### src/rtl/seg_word_pkg.sv
// Shared constants for the seven-segment word readback path: segment bit order,
// decode patterns (bit6=g .. bit0=a, active-low), ASCII constants and the reader FSM states.
package seg_word_pkg;

  localparam int NUM_DIGITS = 5;
  localparam int SEG_W      = 7;
  localparam int WORD_W     = SEG_W * NUM_DIGITS;

  localparam int SEG_A_BIT = 0;
  localparam int SEG_B_BIT = 1;
  localparam int SEG_C_BIT = 2;
  localparam int SEG_D_BIT = 3;
  localparam int SEG_E_BIT = 4;
  localparam int SEG_F_BIT = 5;
  localparam int SEG_G_BIT = 6;

  localparam logic [SEG_W-1:0] SEG_0     = 7'b1000000;
  localparam logic [SEG_W-1:0] SEG_1     = 7'b1111001;
  localparam logic [SEG_W-1:0] SEG_2     = 7'b0100100;
  localparam logic [SEG_W-1:0] SEG_3     = 7'b0110000;
  localparam logic [SEG_W-1:0] SEG_4     = 7'b0011001;
  localparam logic [SEG_W-1:0] SEG_5     = 7'b0010010;
  localparam logic [SEG_W-1:0] SEG_6     = 7'b0000010;
  localparam logic [SEG_W-1:0] SEG_7     = 7'b1111000;
  localparam logic [SEG_W-1:0] SEG_8     = 7'b0000000;
  localparam logic [SEG_W-1:0] SEG_9     = 7'b0010000;
  localparam logic [SEG_W-1:0] SEG_A     = 7'b0001000;
  localparam logic [SEG_W-1:0] SEG_B     = 7'b0000011;
  localparam logic [SEG_W-1:0] SEG_C     = 7'b1000110;
  localparam logic [SEG_W-1:0] SEG_D     = 7'b0100001;
  localparam logic [SEG_W-1:0] SEG_E     = 7'b0000110;
  localparam logic [SEG_W-1:0] SEG_F     = 7'b0001110;
  localparam logic [SEG_W-1:0] SEG_H     = 7'b0001001;
  localparam logic [SEG_W-1:0] SEG_L     = 7'b1000111;
  localparam logic [SEG_W-1:0] SEG_P     = 7'b0001100;
  localparam logic [SEG_W-1:0] SEG_U     = 7'b1000001;
  localparam logic [SEG_W-1:0] SEG_DASH  = 7'b0111111;
  localparam logic [SEG_W-1:0] SEG_BLANK = 7'b1111111;

  localparam logic [7:0] CH_QMARK = 8'h3F;
  localparam logic [7:0] CH_SPACE = 8'h20;

  localparam logic [WORD_W-1:0] WORD_BLANK = '1;

  typedef enum logic {
    S_IDLE = 1'b0,
    S_EMIT = 1'b1
  } rd_state_e;

endpackage

### src/rtl/seg7_to_ascii.sv
// Combinational active-low seven-segment pattern to ASCII lookup.
// Unknown patterns return '?' with err set; 1000000 always decodes to '0'.
module seg7_to_ascii
  import seg_word_pkg::*;
(
  input  logic [SEG_W-1:0] seg,
  output logic [7:0]       ascii,
  output logic             err
);

  always_comb begin
    ascii = CH_QMARK;
    err   = 1'b0;
    case (seg)
      SEG_0:     ascii = 8'h30;
      SEG_1:     ascii = 8'h31;
      SEG_2:     ascii = 8'h32;
      SEG_3:     ascii = 8'h33;
      SEG_4:     ascii = 8'h34;
      SEG_5:     ascii = 8'h35;
      SEG_6:     ascii = 8'h36;
      SEG_7:     ascii = 8'h37;
      SEG_8:     ascii = 8'h38;
      SEG_9:     ascii = 8'h39;
      SEG_A:     ascii = 8'h41;
      SEG_B:     ascii = 8'h62;
      SEG_C:     ascii = 8'h43;
      SEG_D:     ascii = 8'h64;
      SEG_E:     ascii = 8'h45;
      SEG_F:     ascii = 8'h46;
      SEG_H:     ascii = 8'h48;
      SEG_L:     ascii = 8'h4C;
      SEG_P:     ascii = 8'h50;
      SEG_U:     ascii = 8'h55;
      SEG_DASH:  ascii = 8'h2D;
      SEG_BLANK: ascii = CH_SPACE;
      default: begin
        ascii = CH_QMARK;
        err   = 1'b1;
      end
    endcase
  end

endmodule

### src/rtl/seg_word_reader.sv
// Debounces the five display buses and replays a newly stable word as a
// left-to-right ASCII stream. Optional err_count port: define SEG_WORD_READER_ERRCNT_EN.
//
// state  | meaning
// S_IDLE | tracking stability, waiting for a stable word that differs from the last one sent
// S_EMIT | presenting snapshot digit[idx] on the valid/ready stream
module seg_word_reader
  import seg_word_pkg::*;
#(
  parameter int STABLE_CYCLES = 16,
  parameter int CNT_W         = $clog2(STABLE_CYCLES + 1)
) (
  input  logic             clk,
  input  logic             rst_n,
  input  logic [SEG_W-1:0] seg_p,
  input  logic [SEG_W-1:0] seg_q,
  input  logic [SEG_W-1:0] seg_r,
  input  logic [SEG_W-1:0] seg_s,
  input  logic [SEG_W-1:0] seg_t,
  output logic [7:0]       char_data,
  output logic             char_valid,
  input  logic             char_ready,
  output logic             char_last,
  output logic             char_err,
  output logic             busy
`ifdef SEG_WORD_READER_ERRCNT_EN
  , output logic [7:0]     err_count
`endif
);

  localparam logic [CNT_W-1:0] CNT_MAX  = CNT_W'(STABLE_CYCLES);
  localparam logic [2:0]       IDX_LAST = 3'(NUM_DIGITS - 1);

  logic [WORD_W-1:0] seg_in, samp, snap, snap_nx, last_word, last_nx;
  logic [CNT_W-1:0]  cnt;
  logic [2:0]        idx, idx_nx;
  rd_state_e         state, state_nx;
  logic [SEG_W-1:0]  cur_seg;
  logic [7:0]        dec_ascii;
  logic              dec_err;
  logic              hs;

  assign seg_in = {seg_p, seg_q, seg_r, seg_s, seg_t};

  // Stability counter compares the live buses against last cycle's sample.
  always_ff @(posedge clk or negedge rst_n) begin
    if (!rst_n) begin
      samp <= WORD_BLANK;
      cnt  <= '0;
    end else begin
      samp <= seg_in;
      if (seg_in != samp)
        cnt <= '0;
      else if (cnt != CNT_MAX)
        cnt <= cnt + 1'b1;
    end
  end

  always_ff @(posedge clk or negedge rst_n) begin
    if (!rst_n) begin
      state     <= S_IDLE;
      idx       <= '0;
      snap      <= WORD_BLANK;
      last_word <= WORD_BLANK;
    end else begin
      state     <= state_nx;
      idx       <= idx_nx;
      snap      <= snap_nx;
      last_word <= last_nx;
    end
  end

  always_comb begin
    state_nx = state;
    idx_nx   = idx;
    snap_nx  = snap;
    last_nx  = last_word;
    case (state)
      S_IDLE: begin
        if (cnt == CNT_MAX && samp != last_word) begin
          state_nx = S_EMIT;
          idx_nx   = '0;
          snap_nx  = samp;
        end
      end
      S_EMIT: begin
        if (char_ready) begin
          if (idx == IDX_LAST) begin
            state_nx = S_IDLE;
            idx_nx   = '0;
            last_nx  = snap;
          end else begin
            idx_nx = idx + 3'd1;
          end
        end
      end
      default: state_nx = S_IDLE;
    endcase
  end

  always_comb begin
    cur_seg = snap[SEG_W-1:0];
    case (idx)
      3'd0:    cur_seg = snap[5*SEG_W-1:4*SEG_W];
      3'd1:    cur_seg = snap[4*SEG_W-1:3*SEG_W];
      3'd2:    cur_seg = snap[3*SEG_W-1:2*SEG_W];
      3'd3:    cur_seg = snap[2*SEG_W-1:SEG_W];
      default: cur_seg = snap[SEG_W-1:0];
    endcase
  end

  seg7_to_ascii u_dec (
    .seg   (cur_seg),
    .ascii (dec_ascii),
    .err   (dec_err)
  );

  // Outputs are qualified by EMIT so everything reads zero while idle or in reset.
  assign char_valid = (state == S_EMIT);
  assign busy       = char_valid;
  assign char_data  = char_valid ? dec_ascii : 8'h00;
  assign char_err   = char_valid & dec_err;
  assign char_last  = char_valid & (idx == IDX_LAST);
  assign hs         = char_valid & char_ready;

`ifdef SEG_WORD_READER_ERRCNT_EN
  always_ff @(posedge clk or negedge rst_n) begin
    if (!rst_n)
      err_count <= 8'd0;
    else if (hs && char_err && err_count != 8'hFF)
      err_count <= err_count + 8'd1;
  end
`else
  logic unused_hs;
  assign unused_hs = hs;
`endif

endmodule

### config.mk
export PLATFORM = sky130hd
export DESIGN_NAME = seg_word_reader
export DESIGN_NICKNAME = d
export VERILOG_FILES = /design/src/rtl/seg_word_pkg.sv /design/src/rtl/seg7_to_ascii.sv /design/src/rtl/seg_word_reader.sv
export SDC_FILE = /design/constraint.sdc
export NUM_CORES = 1
export LEC_CHECK = 0
export BUFFER_PORTS_ARGS = -buffer_cell sky130_fd_sc_hd__buf_4
export CAP_MARGIN = 25
export CORE_UTILIZATION = 35
export CTS_BUF_LIST = sky130_fd_sc_hd__clkbuf_2
export DETAILED_ROUTE_END_ITERATION = 7
export PLACE_DENSITY = 0.61
export SYNTH_ARGS = -nofsm -noshare
export SYNTH_HDL_FRONTEND = slang
export SYNTH_SLANG_ARGS = --single-unit
### constraint.sdc
create_clock -name clk -period 6.4 [get_ports clk]
set_clock_uncertainty 0.15 [all_clocks]
set_input_delay 1.6 -clock clk [delete_from_list [all_inputs] [get_ports clk]]
set_output_delay 1.6 -clock clk [all_outputs]
set_load 0.05 [all_outputs]
Word level (Yosys, flattened, before mapping)

Index checks and enable logic that the tools add are counted.

Flip-flop bits (word level): 114
Bits of input ports: 38
Output and inout port bits: 12
Logic and storage cells: 64

Add/subtract/negate cells: 2
Equality and inequality tests: 31
Multiplexer cells: 14
Bitwise operators: 3
Reduce and logical (&&, ||, !) cells: 8

Operators with widths:

| operator                                                               | number |
|---|---|
| 7-bit case mux with 22 select lines                                    | 1 |
| 35-bit inequality test                                                 | 2 |
| 7-bit equality test (second input constant)                            | 7 |
| 7-bit by 4-bit equality test with 1-bit output (second input constant) | 4 |
| 7-bit by 6-bit equality test with 1-bit output (second input constant) | 4 |
| 7-bit case mux with 4 select lines                                     | 1 |
| 22-bit OR reduction                                                    | 1 |
| 7-bit by 5-bit equality test with 1-bit output (second input constant) | 3 |
| 7-bit by 2-bit equality test with 1-bit output (second input constant) | 2 |
| 5-bit two-way mux                                                      | 2 |
| 3-bit two-way mux                                                      | 3 |
| 8-bit two-way mux                                                      | 1 |
| 7-bit by 3-bit equality test with 1-bit output (second input constant) | 1 |
| 7-bit zero test                                                        | 1 |
| 3-bit by 2-bit equality test with 1-bit output (second input constant) | 2 |
| 3-bit case mux with 2 select lines                                     | 1 |
| 5-bit by 1-bit adder with 5-bit output (second input constant)         | 1 |
| 5-bit equality test (second input constant)                            | 1 |
| 5-bit inequality test (second input constant)                          | 1 |
| 1-bit two-way mux                                                      | 4 |
| 2-bit inequality test (second input constant)                          | 2 |
| 2-bit AND reduction                                                    | 2 |
| 3-bit by 1-bit adder with 3-bit output (second input constant)         | 1 |
| 3-bit by 1-bit equality test with 1-bit output (second input constant) | 1 |
| 8 further kinds                                                        | 9 |

Longest topological paths before layout

Gate-level depths: netlist of run 1.

Word-level depth: 6
Depth in mapped cells: 11
Mapped depth without buffers: 9

Cells and area by module

A second synthesis of run 1 with hierarchy kept.

Cells, all modules: 458
Area, all modules: 5,813.1 sq um

Modules (own cells, without submodules):

| module          | times used | cells each | area an instance (sq um) | sequential area each (sq um) |
|---|---|---|---|---|
| seg_word_reader | 1          | 372        | 5,276.3                  | 2,984.1 |
| seg7_to_ascii   | 1          | 86         | 536.8                    | 0.0 |

Least setup slack after synthesis of run 1

Ideal clock, no wire load.

Path type: register to output
Start point: register idx[2]
End point: output port char_data[2]
Data arrival time: 3,077 ps
Required time: 4,650 ps
Path slack: 1,573 ps
Cell stages (with the launch flop): 11
Buffers on the path: 2
Cell sequence: dfrtp_1 > buf_4 > inv_1 > ha_1 > a22o_1 > o31a_1 > buf_2 > or3_1 > a211oi_1 > nor4_1 > o21ai_1

Word-level cells in the longest chain between the ends: 5
Elaborated cells on any way between the ends: 29
Those cells by class: eq/ne (24); mux (3); reduce/logical (2)

RTL lines:

| element                                                                      | RTL line               | RTL |
|---|---|---|
| from (decl)                                                                  | seg_word_reader.sv:36  | `logic [2:0] idx, idx_nx;` |
| from (signal assigned)                                                       | seg_word_reader.sv:67  | `idx <= idx_nx;` |
| 3-bit by 2-bit equality test with 1-bit output, or another cell as far along | seg_word_reader.sv:103 | `case (idx)` |
| 7-bit case mux with 4 select lines (*)                                       | seg_word_reader.sv:103 |  |
| 7-bit equality test, or another cell as far along                            | seg7_to_ascii.sv:14    | `case (seg)` |
| 7-bit case mux with 22 select lines (*)                                      | seg7_to_ascii.sv:14    |  |
| 8-bit two-way mux (*)                                                        | seg_word_reader.sv:121 | `assign char_data = char_valid ? dec_ascii : 8'h00;` |
| to (decl)                                                                    | seg_word_reader.sv:20  | `output logic [7:0] char_data,` |

Mark *: on every way between the ends. The rest lies on a longest branch, timed or not.

Worst setup path after layout of run 1

Start point: register idx[2]
End point: output port char_data[0]

The elaborated chain is that of the path after synthesis.

==> impl_metrics.tcl, run 1 <==
set metrics [dict create \
    fin_tns_setup_ps 0 \
    drc 0 \
    yosysSeqAreaShare_pct 51.99 \
    holdWs_ps 428.1 \
    initial_core_util_pct 36.00 \
    drt_iter0_drc 244 \
    clk_pin_slew_ps 170 \
    min_period_ps 5776 \
    postPlaceCellArea_um2 6295 \
    ios 50 \
    syn_area_um2 5739 \
    fin_cells 735 \
    layout_commonest_cell "dfstp_2" \
    area_growth_pct 15.17 \
    synth_top_area_share_pct 48.07 \
    h-tree-depth 4 \
    crit_arrival_ps 4030 \
    clk_latency_ps 660 \
    dr.pass1.iters 4 \
    clkSinkCount 114 \
    ys.flop_type "dfstp_2" \
    grt_overflow 0 \
    multiInputGateArea_um2 2631 \
    num_vias 3755 \
    grt_setup_unrepaired "no" \
    die_x_um 130.1 \
    syn-num-nets 498 \
    hold_path.class "flop to flop" \
    regArea_um2 2985 \
    power.leakage_nw 2.673 \
    nNetsFinal 551 \
    synth-async-reset-ratio_pct 100.0 \
    powerDensity_nw_per_um2 287.0 \
    worstPathCellList "inv_1 > ha_1 > a22o_1 > o31a_1 > and3_1 > o2111ai_1 > nand2_1 > or4_4 > o21ai_1 > buf_4" \
    wl_um 13260 \
    setup_viol 0 \
    hold_viol 0 \
    cap_violations 0 \
    antenna_found_initial 0 \
    stdcell_area_um2 6610 \
    grt_max_degree 78 \
    grt_pass1_wl_um 21530 \
    synthCells 453 \
    layout_common_cells "dfstp_2 (105), mux2_2 (70), buf_4 (51)" \
    ys_top_cells_by_area "dfstp_2 (48%), mux2_2 (14%), xnor2_1 (5.8%)" \
    cp_max_fo 21 \
    dp.cells 703 \
    final_antenna_net_count 0 \
    cpMaxStageDelayCell "dfrtp_2" \
    ys_types 54 \
    fmaxAchievable_ghz 0.1731 \
    period_share_pct 90.26 \
    port_buffers 48 \
    synth_edf_count 0 \
    grt_pass1_vias 3872 \
    wl_per_cell_um 18.03 \
    grt.total_usage_pct 17.21 \
    core_um2 15940 \
    holdBufCountCts 0 \
    die_area_um2 16910 \
    worstSetupEndpointType "primary output" \
    cp-start-kind "flop" \
    drive_above_1_share_pct 52.79 \
    clk_path_buf_depth 2 \
    fp.dieH_um 130.1 \
    worstMarginPinSlew_ps 925.7 \
    critPathKind "flop to primary output" \
    vdd_ir_drop_max_uv 216.5 \
    rows 46 \
    place_hpwl_um 9900 \
    cts_tree "built" \
    ys_warn_count 0 \
    viasPerCell 5.109 \
    yosys_register_bits 114 \
    finalPower_mw 1.897 \
    num-fill-cells 1507 \
    synth_area_per_cell_um2 12.67 \
    critPathMaxStageDelay_ps 650 \
    cts-root-buf "clkbuf_2" \
    run_status "finished, final reports clean" \
    gp_congestion 0.7798 \
    antennaDiodeCount 0 \
    relSlewSlack_pct 38.29 \
    slew_violations 0 \
    cts_buffers 17 \
    worstPathRequired_ps 4650 \
    synth_top_cell_by_area "dfstp_2" \
]
## critical path, delay by kind of cell, from the launching register on
family | cells | cell delay, ps
buf+inv | 2 | 440
compound gates | 4 | 1120
flops | 1 | 650
fa+ha+maj | 1 | 340
simple gates | 3 | 820
## final cells by class
cell class	count	share of cell area [%]
Tap cell	216	4.089
Multi-Input combinational cell	315	39.81
Sequential cell	114	45.16
Timing Repair Buffer	51	5.792
Clock inverter	11	3.161
Inverter	7	0.3975
Clock buffer	21	1.590
## registers in the layout, summed over array words and instances, names as in the netlist
name / cells
busy: 1
cnt: 5
idx: 3
last_word: 35
samp: 35
snap: 35
## per-stage QoR
stage               setup WS, ps  utilization (%)
floorplan                   1573                -
global placement            1154            39.48
detailed placement          1087            39.48
CTS                        328.0            41.45
global route               317.5            41.46
finish                     623.5            41.46
## synthesized netlist by cell type (all sizes together), types with 2 or more instances
master,number
a211oi,3
a21oi,3
a22o,10
a22oi,5
a31oi,4
a32oi,4
and2,2
and3,2
buf,13
clkbuf,4
dfrtp,9
dfstp,105
ha,7
inv,7
mux2,70
nand2,15
nand2b,4
nand3,13
nand4,12
nor2,24
nor2b,2
nor3,9
nor4,12
o2111ai,2
o211ai,3
o21ai,11
o31a,5
o31ai,6
xnor2,38
xor2,37
## cell families after synthesis
family,Yosys count,synth area share [%]
and+or+nand+nor,100,9.331
DFF,114,51.99
xor gates and xnor gates,75,11.45
other,1,0.06534
AOI/OAI and AO/OA,61,9.527
adders and majority gates,7,1.526
buffers and inverters,24,2.202
muxes,71,13.91
## worst paths after layout
kind / startpoint / slack [ps] / to / depth (start not counted)
min reg2reg: idx[0]$_DFFE_PN0P_ / 430 / idx[0]$_DFFE_PN0P_ / 1
min in group asynchronous: rst_n / 930 / busy$_DFF_PN0_ / 1
max: idx[2]$_DFFE_PN0P_ / 620 / char_data[0] / 10
min: idx[0]$_DFFE_PN0P_ / 430 / idx[0]$_DFFE_PN0P_ / 1
max in group asynchronous: rst_n / 4120 / snap[25]$_DFFE_PN1P_ / 2
max reg2reg: cnt[0]$_DFFE_PN0P_ / 3400 / snap[17]$_DFFE_PN1P_ / 8
## where the power goes
group / leakage [nW] / switching [mW] / internal (mW) / total, mW
clock network: 0.182 / 0.264 / 0.339 / 0.603
registers: 1.21 / 0.0396 / 0.754 / 0.794
logic: 1.28 / 0.337 / 0.164 / 0.500
## metal layers
layer / GRT usage (%) / wire, um / vias to the layer above / share of wire [%]
li1: - / - / 1743 / -
met1: 23.10 / 6092 / 1900 / 46
met2: 27.19 / 6381 / 88 / 48
met3: 3.444 / 485 / 24 / 3.7
met4: 6.977 / 295 / 0 / 2.2
met5: 0 / 0 / - / 0
## repair_timing
item / CTS / global route
setup buffers: 0 / 0
endpoints found under the setup margin: 0 / 1
resized for setup: 0 / 1
Note: power is estimated with default switching activity, not from simulation.
==> run 2, diff against run 1 <==
==> constraint.sdc (replaced) <==
create_clock -name clk -period 6.5 [get_ports clk]
set_clock_uncertainty 0.15 [all_clocks]
set_input_delay 1.625 -clock clk [delete_from_list [all_inputs] [get_ports clk]]
set_output_delay 1.625 -clock clk [all_outputs]
set_load 0.05 [all_outputs]
==> run 2 against run 1 <==
Compared with the run above:
- non-clock buffer count unchanged
- via count fell by 0.29%
- register-to-register slack better by 90 ps
- hold slack lost 9.0 ps
- die area unchanged
- global-route usage is 0.74 points lower
- total power decreased by 8.5%
- largest cell class unchanged
- largest power group unchanged
==> impl_metrics.tcl, run 2 (synthesis results as in run 1) <==
set metrics [dict create \
    num-fill-cells 1534 \
    antenna_found_initial 0 \
    fin_cells 735 \
    cts_tree "built" \
    layout_commonest_cell "dfstp_2" \
    dp.cells 703 \
    viasPerCell 5.094 \
    cp_max_fo 21 \
    dr.pass1.iters 4 \
    drive_above_1_share_pct 52.79 \
    cts_buffers 17 \
    grt_pass1_wl_um 20610 \
    post_cts_buffers 0 \
    place_hpwl_um 9713 \
    critPathKind "flop to primary output" \
    startpoint "idx[2]$_DFFE_PN0P_" \
    vdd_ir_drop_max_uv 226.0 \
    stdcell_area_um2 6538 \
    wl_um 12840 \
    pwr-share-seq_pct 45.0 \
    port_buffers 48 \
    cap_violations 0 \
    initial_core_util_pct 36.00 \
    fmaxAchievable_ghz 0.1640 \
    drt_iter0_drc 281 \
    pwr-share-clk_pct 27.0 \
    grt_overflow 0 \
    nNetsFinal 551 \
    clk_path_buf_depth 2 \
    worst_r2r_path_depth 7 \
    layout_common_cells "dfstp_2 (105), mux2_2 (70), buf_4 (51)" \
    crit_arrival_ps 4320 \
    drc 0 \
    die_x_um 130.1 \
    grt_setup_unrepaired "no" \
    p_sw_share_pct 35.41 \
    num_vias 3744 \
    p_sw_mw 0.6145 \
    slew_violations 0 \
    power.leakage_nw 2.643 \
    grt_pass1_vias 3814 \
    antennaDiodeCount 0 \
    cp-start-kind "flop" \
    timing.rr.start "samp[25]$_DFF_PN1_" \
    worstMarginPinSlew_ps 774.9 \
    clkSinkCount 114 \
    area_growth_pct 13.91 \
    rr_endpoint "snap[23]$_DFFE_PN1P_" \
    wl_per_cell_um 17.47 \
    postLayoutCoreUtil_pct 41.01 \
    holdPathStages 2 \
    ios 50 \
    reg_top3 "last_word x35, samp x35, snap x35" \
    run_status "finished, final reports clean" \
    holdBufCountCts 0 \
    relSlewSlack_pct 47.90 \
    holdWs_ps 419.1 \
    min_period_ps 6097 \
    final_antenna_net_count 0 \
    p_int_mw 1.121 \
    gp_congestion 0.8324 \
    fp.dieH_um 130.1 \
    fin_tns_setup_ps 0 \
    r2r_setup_slack_ps 3490 \
    h-tree-depth 4 \
    postPlaceCellArea_um2 6295 \
    worstSetupEndpointType "primary output" \
    grt_max_degree 61 \
    clk_latency_ps 630 \
    powerDensity_nw_per_um2 265.4 \
    die_area_um2 16910 \
    cts-root-buf "clkbuf_2" \
    multiInputGateArea_um2 2631 \
    period_share_pct 93.81 \
    core_um2 15940 \
    clk_pin_slew_ps 160 \
    setup_viol 0 \
    crit_end "char_data[2]" \
    hold_path.class "flop to flop" \
    worstPathRequired_ps 4720 \
    rows 46 \
    regArea_um2 2984 \
    grt.total_usage_pct 16.47 \
    p_comb_share_pct 28.0 \
    post_cts_resize_count 0 \
    hold_viol 0 \
]
==> run 2: cell types whose count changed in the layout (fill, tap and decap cells not counted), sizes merged <==
cell	before	now
bufinv	6	3
clkinvlp	2	3
clkinv	3	5
==> run 2: final cells by class <==
type / count / share of cell area, %
Tap cell: 216 / 4.134
Clock buffer: 21 / 1.608
Multi-Input combinational cell: 315 / 40.25
Clock inverter: 11 / 2.105
Timing Repair Buffer: 51 / 5.856
Sequential cell: 114 / 45.65
Inverter: 7 / 0.4019
==> run 2: power by group through the flow <==
stage          registers, mW  logic, mW  clock network, mW
2_1_floorplan          0.782      0.356                  0
3_3_place_gp           0.790      0.484                  0
5_1_grt                0.787      0.524              0.523
3_5_place_dp           0.792      0.486                  0
6_report               0.781      0.486              0.468
4_1_cts                0.782      0.487              0.487
==> run 2: worst min-delay path by stage <==
stage,from,to
CTS,idx[0]$_DFFE_PN0P_,idx[0]$_DFFE_PN0P_
global placement,cnt[4]$_DFFE_PN0P_,cnt[4]$_DFFE_PN0P_
detailed placement,cnt[4]$_DFFE_PN0P_,cnt[4]$_DFFE_PN0P_
global route,idx[0]$_DFFE_PN0P_,idx[0]$_DFFE_PN0P_
floorplan,cnt[4]$_DFFE_PN0P_,cnt[4]$_DFFE_PN0P_
finish,cnt[4]$_DFFE_PN0P_,cnt[4]$_DFFE_PN0P_
==> run 2: layer usage <==
metal	track usage, %	vias up	wire length, um
met4	4.651	0	175
met2	26.35	112	6156
li1	-	1739	-
met3	4.305	19	631
met5	0	-	0
met1	21.95	1874	5874
==> run 2: metrics by stage <==
step                setup WS [ps]  total power [mW]
floorplan                    1648             1.138
global placement             1275             1.274
detailed placement           1127             1.277
CTS                         403.3             1.756
global route                156.9             1.833
finish                      402.5             1.735
==> run 2: worst max-delay path, cell delays in order (launching register included) <==
cell,delay (ps)
dfrtp_1,850
inv_1,270
ha_1,370
a22o_1,250
o31ai_1,510
nor2_1,230
o211ai_2,160
nand3_2,130
or4_4,580
o21ai_1,100
buf_4,220
==> run 3, diff against run 2 <==
--- a/config.mk
+++ b/config.mk
@@ -5,6 +5,7 @@
 export SDC_FILE = /design/constraint.sdc
 export NUM_CORES = 1
 export LEC_CHECK = 0
+export ABC_AREA = 1
 export BUFFER_PORTS_ARGS = -buffer_cell sky130_fd_sc_hd__buf_4
 export CAP_MARGIN = 25
 export CORE_UTILIZATION = 35
==> run 3 against run 2 <==
Compared with the run above:
- first-iteration DRC count shrank 21%
- via count grew 14%
- register-to-register slack gained 170 ps
- wire length grew 7.6%
- combinational power grew 90%
- core utilization grew 0.36 points
- global-route usage grew 0.60 points
- critical endpoint is now char_data[1]
- largest cell class unchanged
==> impl_metrics.tcl, run 3 <==
set metrics [dict create \
    syn_area_um2 5874 \
    num_vias 4273 \
    drive_above_1_share_pct 37.30 \
    startpoint "idx[0]$_DFFE_PN0P_" \
    crit_arrival_ps 3170 \
    cts-root-buf "clkbuf_2" \
    fin_tns_setup_ps 0 \
    synth_top_area_share_pct 46.96 \
    ys_types 34 \
    h-tree-depth 4 \
    layout_commonest_cell "nand2_1" \
    area_growth_pct 13.48 \
    reg_top3 "last_word x35, samp x35, snap x35" \
    ys_warn_count 0 \
    num-fill-cells 1645 \
    hold_viol 0 \
    clk_pin_slew_ps 200 \
    postPlaceCellArea_um2 6446 \
    layout_common_cells "nand2_1 (124), dfstp_2 (105), inv_1 (55)" \
    gp_congestion 0.8516 \
    place_hpwl_um 10500 \
    ios 50 \
    ys.flop_type "dfstp_2" \
    clk_latency_ps 650 \
    core_um2 16120 \
    power.leakage_nw 2.942 \
    synth.most_common_cell "nand2_1" \
    worstPathRequired_ps 4720 \
    clkSinkCount 114 \
    die_area_um2 17310 \
    synth_common_cells "nand2_1 (124), dfstp_2 (105), inv_1 (55)" \
    clk_path_buf_depth 2 \
    cts_buffers 17 \
    dr.pass1.iters 5 \
    drc 0 \
    grt_max_degree 72 \
    dpl_worst_slack_ps 2233 \
    grt_overflow 0 \
    antenna_found_initial 1 \
    grt_pass1_vias 4464 \
    powerDensity_nw_per_um2 329.4 \
    min-delay-start "samp[25]$_DFF_PN1_" \
    cts_tree "built" \
    stdcell_area_um2 6666 \
    yosysSeqAreaShare_pct 50.80 \
    synth_edf_count 0 \
    post_cts_buffers 0 \
    worstMarginPinSlew_ps 858.1 \
    grt_setup_unrepaired "no" \
    synth-async-reset-ratio_pct 100.0 \
    ys_top_cells_by_area "dfstp_2 (47%), nand2_1 (7.9%), xor2_1 (5.2%)" \
    yosys_register_bits 114 \
    fp.dieH_um 131.6 \
    synthCells 622 \
    synth_top_cell_by_area "dfstp_2" \
    fmaxAchievable_ghz 0.2023 \
    rows 46 \
    grt.total_usage_pct 17.06 \
    hold_path.class "flop to flop" \
    synth_area_per_cell_um2 9.444 \
    setup_slack_ps 1557 \
    min_period_ps 4943 \
    drt_iter0_drc 222 \
    cp-start-kind "flop" \
    cp_max_fo 7 \
    cap_violations 0 \
    die_x_um 131.6 \
    critPathKind "flop to primary output" \
    final_antenna_net_count 0 \
    timing.rr.start "samp[21]$_DFF_PN1_" \
    viasPerCell 4.716 \
    run_status "finished, final reports clean" \
    port_buffers 48 \
    initial_core_util_pct 36.45 \
    slew_violations 0 \
    wl_um 13820 \
    setup_viol 0 \
    period_share_pct 76.05 \
    worstSetupEndpointType "primary output" \
    post_cts_resize_count 0 \
    holdBufCountCts 0 \
    syn-num-nets 667 \
    nNetsFinal 721 \
    vdd_ir_drop_max_uv 295.9 \
    grt_pass1_wl_um 23050 \
    relSlewSlack_pct 42.79 \
    wl_per_cell_um 15.25 \
]
==> run 3: changes by cell type after synthesis, sizes merged, moves of 10 or more <==
cell	previous run	this run
nor2	24	62
inv	7	58
a22o	10	0
nand2	15	138
o21ai	11	46
nand3	13	42
mux2	70	26
==> run 3: worst paths after layout <==
check / endpoint / slack (ps) / cells past startpoint
min in group asynchronous: cnt[0]$_DFFE_PN0P_ / 780 / 1
worst min register to register: snap[25]$_DFFE_PN1P_ / 340 / 2
max in group asynchronous: idx[2]$_DFFE_PN0P_ / 4150 / 2
worst min-delay path: snap[25]$_DFFE_PN1P_ / 340 / 2
worst max register to register: snap[4]$_DFFE_PN1P_ / 3660 / 8
worst max-delay path: char_data[1] / 1560 / 15
==> run 3: cells by family after synthesis <==
family                     after synthesis  synth area share (%)
and+or+nand+nor                        270                 21.02
DFF                                    114                 50.80
buffers and inverters                   75                 5.452
AOI/OAI and AO/OA                       65                 6.645
xor gates and xnor gates                64                 9.542
muxes                                   26                 4.984
adders and majority gates                7                 1.491
other                                    1               0.06384
==> run 3: power breakdown <==
part	internal, mW	switching (mW)
Sequential	0.789	0.0459
Combinational	0.301	0.622
Clock	0.175	0.263
==> run 3: final cells by class <==
type | count | area, um2 | area share (%)
flip-flops and latches | 114 | 2984 | 44.76
multi-input cells | 433 | 2582 | 38.74
repair buffers | 51 | 382.9 | 5.743
well taps | 216 | 270.3 | 4.054
inverters | 59 | 226.5 | 3.397
clock inverters | 12 | 117.6 | 1.764
clock buffers | 20 | 100.1 | 1.502
diodes | 1 | 2.502 | 0.03754
==> run 3: critical path, stage by stage (launching register included) <==
cell	delay [ps]
dfrtp_1	460
ha_1	230
ha_1	260
nand2_1	90
nand3_1	80
o21ai_2	320
inv_1	140
nor2_1	240
nand2_1	110
nand2_1	100
inv_1	40
nand2_1	50
nor2_1	50
nand3_2	100
a21oi_1	70
buf_4	190
==> run 3: through the flow <==
| step | util [%] | power (mW) | cells | hold slack, ps |
|---|---|---|---|---|
| final | 41.37 | 2.196 | 906 | 343.3 |
| after global routing | 41.37 | 2.337 | 906 | 374.1 |
| after detailed placement | 40.00 | 1.766 | 873 | 346.6 |
| after floorplan | - | 1.543 | 622 | 309.9 |
| after CTS | 41.35 | 2.219 | 905 | 341.8 |
| after global placement | 40.00 | 1.753 | 873 | 331.2 |
==> run 3: routing by layer <==
| layer | vias up | share of wire (%) | global-route usage [%] |
|---|---|---|---|
| li1 | 2110 | - | - |
| met1 | 2058 | 45 | 21.51 |
| met2 | 94 | 51 | 29.39 |
| met3 | 11 | 3.4 | 2.855 |
| met4 | 0 | 1.3 | 5.814 |
| met5 | - | 0 | 0 |
